### src/rtl/krnl_partialknn_local_sp_arbiter.sv
// Round-robin arbiter sharing one single-port local URAM between a writer and a reader,
// with credit-tracked read latency and a FWFT response FIFO. Optional: KNN_LOCAL_SP_ARB_PERF_EN.
module krnl_partialknn_local_sp_arbiter #(
    parameter int DATA_WIDTH  = 256,
    parameter int ADDR_WIDTH  = 11,
    parameter int MEM_LATENCY = 1,
    parameter int RESP_DEPTH  = 4
) (
    input  logic                  clk,
    input  logic                  reset,
    input  logic                  wr_valid,
    output logic                  wr_ready,
    input  logic [ADDR_WIDTH-1:0] wr_addr,
    input  logic [DATA_WIDTH-1:0] wr_data,
    input  logic                  rd_valid,
    output logic                  rd_ready,
    input  logic [ADDR_WIDTH-1:0] rd_addr,
    output logic                  rsp_valid,
    input  logic                  rsp_ready,
    output logic [DATA_WIDTH-1:0] rsp_data,
    output logic [ADDR_WIDTH-1:0] mem_address0,
    output logic                  mem_ce0,
    output logic                  mem_we0,
    output logic [DATA_WIDTH-1:0] mem_d0,
`ifdef KNN_LOCAL_SP_ARB_PERF_EN
    output logic [31:0]           perf_wr_cnt,
    output logic [31:0]           perf_rd_cnt,
    output logic [31:0]           perf_conflict_cnt,
    output logic [31:0]           perf_credit_stall_cnt,
`endif
    input  logic [DATA_WIDTH-1:0] mem_q0
);

    localparam int PW = $clog2(RESP_DEPTH);
    localparam int CW = $clog2(RESP_DEPTH + MEM_LATENCY + 1);

    logic [MEM_LATENCY-1:0] infl_q, infl_d;
    logic [DATA_WIDTH-1:0]  fifo_q [RESP_DEPTH];
    logic [PW-1:0]          wptr_q, rptr_q;
    logic [PW:0]            cnt_q, cnt_d;
    logic                   rr_rd_q;

    logic [CW-1:0] outst;
    logic          credit, wr_req, rd_elig;
    logic          gnt_w, gnt_r, push, pop, full;

    // Outstanding reads: tagged in the latency pipe plus held in the FIFO
    always_comb begin
        outst = CW'(cnt_q);
        for (int i = 0; i < MEM_LATENCY; i++) begin
            outst = outst + CW'(infl_q[i]);
        end
    end

    assign credit  = outst < CW'(RESP_DEPTH);
    assign wr_req  = reset && wr_valid;
    assign rd_elig = reset && rd_valid && credit;

    // Reader wins when alone or when it holds the round-robin token
    assign gnt_r = rd_elig && (!wr_req || rr_rd_q);
    assign gnt_w = wr_req && !gnt_r;

    assign wr_ready     = gnt_w;
    assign rd_ready     = gnt_r;
    assign mem_ce0      = gnt_w || gnt_r;
    assign mem_we0      = gnt_w;
    assign mem_address0 = gnt_w ? wr_addr : (gnt_r ? rd_addr : '0);
    assign mem_d0       = gnt_w ? wr_data : '0;

    assign push      = infl_q[MEM_LATENCY-1];
    assign full      = cnt_q == (PW+1)'(RESP_DEPTH);
    assign rsp_valid = reset && (cnt_q != '0);
    assign pop       = rsp_valid && rsp_ready;
    assign rsp_data  = rsp_valid ? fifo_q[rptr_q] : '0;

    // Shift the read tag one stage per cycle toward the FIFO push point
    always_comb begin
        infl_d[0] = gnt_r;
        for (int i = 1; i < MEM_LATENCY; i++) begin
            infl_d[i] = infl_q[i-1];
        end
    end

    // Occupancy follows push/pop; simultaneous push and pop cancel
    always_comb begin
        cnt_d = cnt_q;
        unique case ({push, pop})
            2'b10:   cnt_d = cnt_q + (PW+1)'(1);
            2'b01:   cnt_d = cnt_q - (PW+1)'(1);
            default: cnt_d = cnt_q;
        endcase
    end

    // Control state: latency tags, FIFO pointers, round-robin token
    always_ff @(posedge clk or negedge reset) begin
        if (!reset) begin
            infl_q  <= '0;
            wptr_q  <= '0;
            rptr_q  <= '0;
            cnt_q   <= '0;
            rr_rd_q <= 1'b1;
        end else begin
            infl_q <= infl_d;
            cnt_q  <= cnt_d;
            if (push) wptr_q <= wptr_q + PW'(1);
            if (pop)  rptr_q <= rptr_q + PW'(1);
            if (gnt_w)      rr_rd_q <= 1'b1;
            else if (gnt_r) rr_rd_q <= 1'b0;
        end
    end

    // Response storage captures q0 only when a tagged read lands
    always_ff @(posedge clk) begin
        if (push) fifo_q[wptr_q] <= mem_q0;
    end

    // Credit accounting must make a push into a full FIFO impossible
    a_no_overflow: assert property (@(posedge clk) disable iff (!reset)
        !(push && full));

`ifdef KNN_LOCAL_SP_ARB_PERF_EN
    logic [31:0] pwr_q, prd_q, pcf_q, pst_q;

    // Saturating event counters
    always_ff @(posedge clk or negedge reset) begin
        if (!reset) begin
            pwr_q <= '0;
            prd_q <= '0;
            pcf_q <= '0;
            pst_q <= '0;
        end else begin
            if (gnt_w && pwr_q != '1) pwr_q <= pwr_q + 32'd1;
            if (gnt_r && prd_q != '1) prd_q <= prd_q + 32'd1;
            if (wr_valid && rd_valid && pcf_q != '1) pcf_q <= pcf_q + 32'd1;
            if (rd_valid && !credit && pst_q != '1) pst_q <= pst_q + 32'd1;
        end
    end

    assign perf_wr_cnt           = pwr_q;
    assign perf_rd_cnt           = prd_q;
    assign perf_conflict_cnt     = pcf_q;
    assign perf_credit_stall_cnt = pst_q;
`endif

endmodule

### config.mk
export PLATFORM = sky130hd
export DESIGN_NAME = krnl_partialknn_local_sp_arbiter
export DESIGN_NICKNAME = d
export VERILOG_FILES = /design/src/rtl/krnl_partialknn_local_sp_arbiter.sv
export SDC_FILE = /design/constraint.sdc
export NUM_CORES = 1
export LEC_CHECK = 0
export CAP_MARGIN = 20
export CORE_AREA = 8 8 410 412
export CTS_CLUSTER_SIZE = 12
export DETAILED_ROUTE_END_ITERATION = 10
export DIE_AREA = 0 0 418 420
export PLACE_DENSITY_LB_ADDON = 0.12
export SKIP_LAST_GASP = 1
export SYNTH_ARGS = -nofsm -noshare
export SYNTH_HDL_FRONTEND = slang
export SYNTH_SLANG_ARGS = --single-unit
### constraint.sdc
create_clock -name clk -period 10.1 [get_ports clk]
set_clock_uncertainty 0.2 [all_clocks]
set_input_delay 1.01 -clock clk [delete_from_list [all_inputs] [get_ports clk]]
set_output_delay 1.01 -clock clk [all_outputs]
set_load 0.02 [all_outputs]
==> results.yml <==
worst_setup_path:
  r2r-end: "fifo_q[2][168]$_DFFE_PP_"
  timing.critical_path.slowest_cell_delay_ps: 1060
  regToRegSetupSlack_ps: 6470
  total_buffers_and_inverters_traversed_by_the_critical_path: 4
  endpoint_kind_of_the_worst_setup_timing_path: "primary output"
  cpLargestDelayFamily: "buffers and inverters"
  worst_path_most_repeated_cell: "sky130_fd_sc_hd__clkdlybuf4s50_1"
  cp.required_ps: 8890
  worst_path_max_delay_cell: "sky130_fd_sc_hd__clkdlybuf4s50_1"
  worst_setup_path_category: "in -> out"
  startpoint: "wr_valid"
  worst_setup_path_start_kind: "input pin"
  timing.critical_path.cells: "clkdlybuf4s50_1 > inv_1 > a311oi_4 > buf_12 > and2_1 > clkdlybuf4s50_1"
  worst_ep_arrival_time_ps: 4640
  cp_max_fo: 256
  ff2ff_path_depth: 5
  rr_startpoint: "wptr_q[0]$_DFFE_PN0P_"
drt:
  drt_drc_violations_left: 0
  post_drt_via_cell_ratio: 4.46
  finalWirelength_um: 215000
  ant_nets: 0
  routedWlPerCell_um: 39.4
  via_count: 24400
  detail_route.first_pass.iterations: 5
  drt_first_iter_violations: 1557
clock_tree:
  clock_tree.root_cell: "sky130_fd_sc_hd__clkbuf_16"
  clk-insertion-delay-late_ps: 690
  clock_transition_at_the_register_clock_pins_on_the_worst_setup_and_hold_paths_after_cts_ps: 60
  cts-root-to-sink-buffers: 3
  cts_tree: "yes"
  cts_post_setup_buffers_inserted: 0
  number_of_sinks_handled_by_clock_tree_synthesis: 1033
  cts.htree.levels: 3
  cts_made_buffers: 112
  hold_fix_buffer_count_after_cts: 0
  cts_resized: 0
synth:
  postSynthRegisterBits: 1033
  yosysUniqueCellTypes: 27
  yosys.area.top_type_share: 0.750
  synthMostInstantiatedCell: "sky130_fd_sc_hd__edfxtp_1"
  synth_commonest_cells: "sky130_fd_sc_hd__edfxtp_1, sky130_fd_sc_hd__and2_1, sky130_fd_sc_hd__mux4_2, sky130_fd_sc_hd__clkbuf_1, sky130_fd_sc_hd__buf_2"
  post_synthesis_sequential_area_ratio: 0.756
  postSynthAreaPerCell_um2: 20.7
  synthesis.nets: 2527
  synth_cells: 1982
  synth-edff-count: 1024
  synth_area_leader_cell: "sky130_fd_sc_hd__edfxtp_1"
  synth_async_reset_ratio: 0.00871
  synth_top_flop_cell: "sky130_fd_sc_hd__edfxtp_1"
  netlist_top_cells_area: "sky130_fd_sc_hd__edfxtp_1, sky130_fd_sc_hd__mux4_2, sky130_fd_sc_hd__and2_1, sky130_fd_sc_hd__dfrtp_1, sky130_fd_sc_hd__clkbuf_1"
  syn_area_mm2: 0.0410
  synth_warnings: 0
sta:
  grt_setup_unrepaired: "no"
  final_max_slew_viol_count: 0
  report.final.setup_viol: 0
  whs_ps: 317
  timing_hold_violations_final: 0
  timing.slew.headroom: 0.149
  worst-slew-pin-transition_ps: 1280
  tmin_final_ps: 5850
  final.period_utilization: 0.579
  fin_setup_tns_ps: 0
  timing.fmax_mhz: 171
placed_design:
  dp.cells: 5130
  gp_routability_congestion: 1.12
  portBuffers: 1066
  detailed_place_hpwl_um: 171000
global_routing:
  global_route.usage.met3: 0.0950
  grt_util_all_layers: 0.236
  globalRouteOverflowTotal: 0
  antenna_found_initial: 171
  use_met1: 0.202
  groute.layer.met2.usage: 0.451
  busiest_layer_in_global_routing: "met2"
  first_global_vias: 25700
  largest_net_degree_at_the_start_of_global_routing: 257
  wire_length_of_the_first_global_routing_pass_um: 270000
floorplan:
  chipWidth_um: 418
  initial_utilization: 0.254
  coreArea_mm2: 0.162
  ioPinCount: 1067
  area_of_the_die_mm2: 0.176
  core.rowCount: 148
  die_h_um: 420
finish:
  layout.cells.non_filler: 5474
  utilization: 0.359
  area_added_between_synthesis_and_finish_pct: 41.4
  nNetsFinal: 3616
  layout-drive-gt1-share: 0.144
power:
  p_leak_nw: 18.5
  power.density_cell_area_mw_per_mm2: 236
  peak_vdd_ir_v: 0.000213
  finalPower_mw: 13.7
min_path:
  hold-path-cell-count: 2
  min-delay-path-class: "reg -> reg"
  worstHoldStart: "rr_rd_q$_DFFE_PN1P_"
  holdPathEnd: "rr_rd_q$_DFFE_PN1P_"
job:
  max_cap_violations: 0
outcome:
  status: "complete, no violations"
-- state kept, by name, summed over array words and instances (netlist names) --
register / cells
infl_q: 1
rr_rd_q: 1
rptr_q: 2
cnt_q: 3
wptr_q: 2
fifo_q: 1024
-- power by group --
part | switching [mW] | leakage, nW | total, mW | internal, mW
clock | 1.67 | 1.63 | 3.80 | 2.14
sequential | 0.165 | 9.35 | 5.20 | 5.03
combinational | 2.51 | 7.52 | 4.68 | 2.18
total | 4.34 | 18.5 | 13.7 | 9.35
-- layout make-up --
| cell class | count | area, um2 |
|---|---|---|
| timing repair buffer | 1094 | 11000 |
| antenna | 154 | 385 |
| fill | 15300 | 104000 |
| sequential | 1033 | 31000 |
| clock buffer | 138 | 2950 |
| multi-input combinational | 820 | 9460 |
| clock inverter | 50 | 420 |
| tap | 2175 | 2720 |
| inverter | 10 | 37.5 |
-- worst max path at each step --
| stage | end | slack (ps) | depth (start not counted) |
|---|---|---|---|
| 2_1_floorplan | fifo_q[0][0]$_DFFE_PP_ | 2830 | 3 |
| 3_3_place_gp | rsp_data[107] | 4240 | 6 |
| 3_5_place_dp | rsp_data[107] | 4170 | 6 |
| 4_1_cts | rsp_data[206] | 4040 | 5 |
| 5_1_grt | rsp_data[206] | 3940 | 5 |
| 6_report | mem_d0[116] | 4250 | 6 |
-- metrics by stage --
stage	area, um2	setup WS [ps]
2_1_floorplan	41000	2830
3_3_place_gp	54100	4240
3_5_place_dp	54200	4170
4_1_cts	57600	4040
5_1_grt	57900	3940
6_report	58000	4250
-- worst register-to-register path, delay by kind of cell, from the launching register on --
family        cells  cell delay [ps]
fa+ha+maj         1              150
buf+inv           3             1350
flops             1              420
simple gates      1              650
-- per-layer routing --
layer  wire length [um]  share of wire
met1              62900           0.29
met2             118000           0.55
met3              18800          0.087
met4              15900          0.074
met5                241         0.0011
-- kinds of logic after synthesis --
logic type               after synthesis  synth area share
AND/OR/NAND/NOR                      534            0.0813
flip-flops                          1033             0.756
adder cells (fa/ha/maj)                6           0.00201
AO/OA/AOI/OAI                          5           0.00137
XOR/XNOR                               7           0.00168
buffers and inverters                129            0.0142
multiplexers                         268             0.144
-- placed cells by master (no fill, tap or decap), types with 3 or more instances in the layout --
cell type	Yosys	final
sky130_fd_sc_hd__clkinv_1	0	21
sky130_fd_sc_hd__and2_1	517	513
sky130_fd_sc_hd__buf_16	0	3
sky130_fd_sc_hd__diode_2	0	154
sky130_fd_sc_hd__mux2_2	11	11
sky130_fd_sc_hd__clkbuf_16	0	113
sky130_fd_sc_hd__clkinv_2	0	12
sky130_fd_sc_hd__nand2_1	4	4
sky130_fd_sc_hd__clkbuf_1	49	22
sky130_fd_sc_hd__clkinv_16	0	3
sky130_fd_sc_hd__ha_1	5	5
sky130_fd_sc_hd__inv_1	10	10
sky130_fd_sc_hd__xor2_1	4	4
sky130_fd_sc_hd__clkinvlp_4	0	5
sky130_fd_sc_hd__inv_6	0	3
sky130_fd_sc_hd__buf_4	9	18
sky130_fd_sc_hd__and3_1	11	11
sky130_fd_sc_hd__mux4_2	256	256
sky130_fd_sc_hd__and2_4	0	4
sky130_fd_sc_hd__bufinv_16	0	3
sky130_fd_sc_hd__clkbuf_8	0	3
sky130_fd_sc_hd__dfrtp_1	8	6
sky130_fd_sc_hd__clkdlybuf4s50_1	0	1066
sky130_fd_sc_hd__edfxtp_1	1024	1024
sky130_fd_sc_hd__buf_12	0	7
Note: power is estimated with default switching activity, not from simulation.
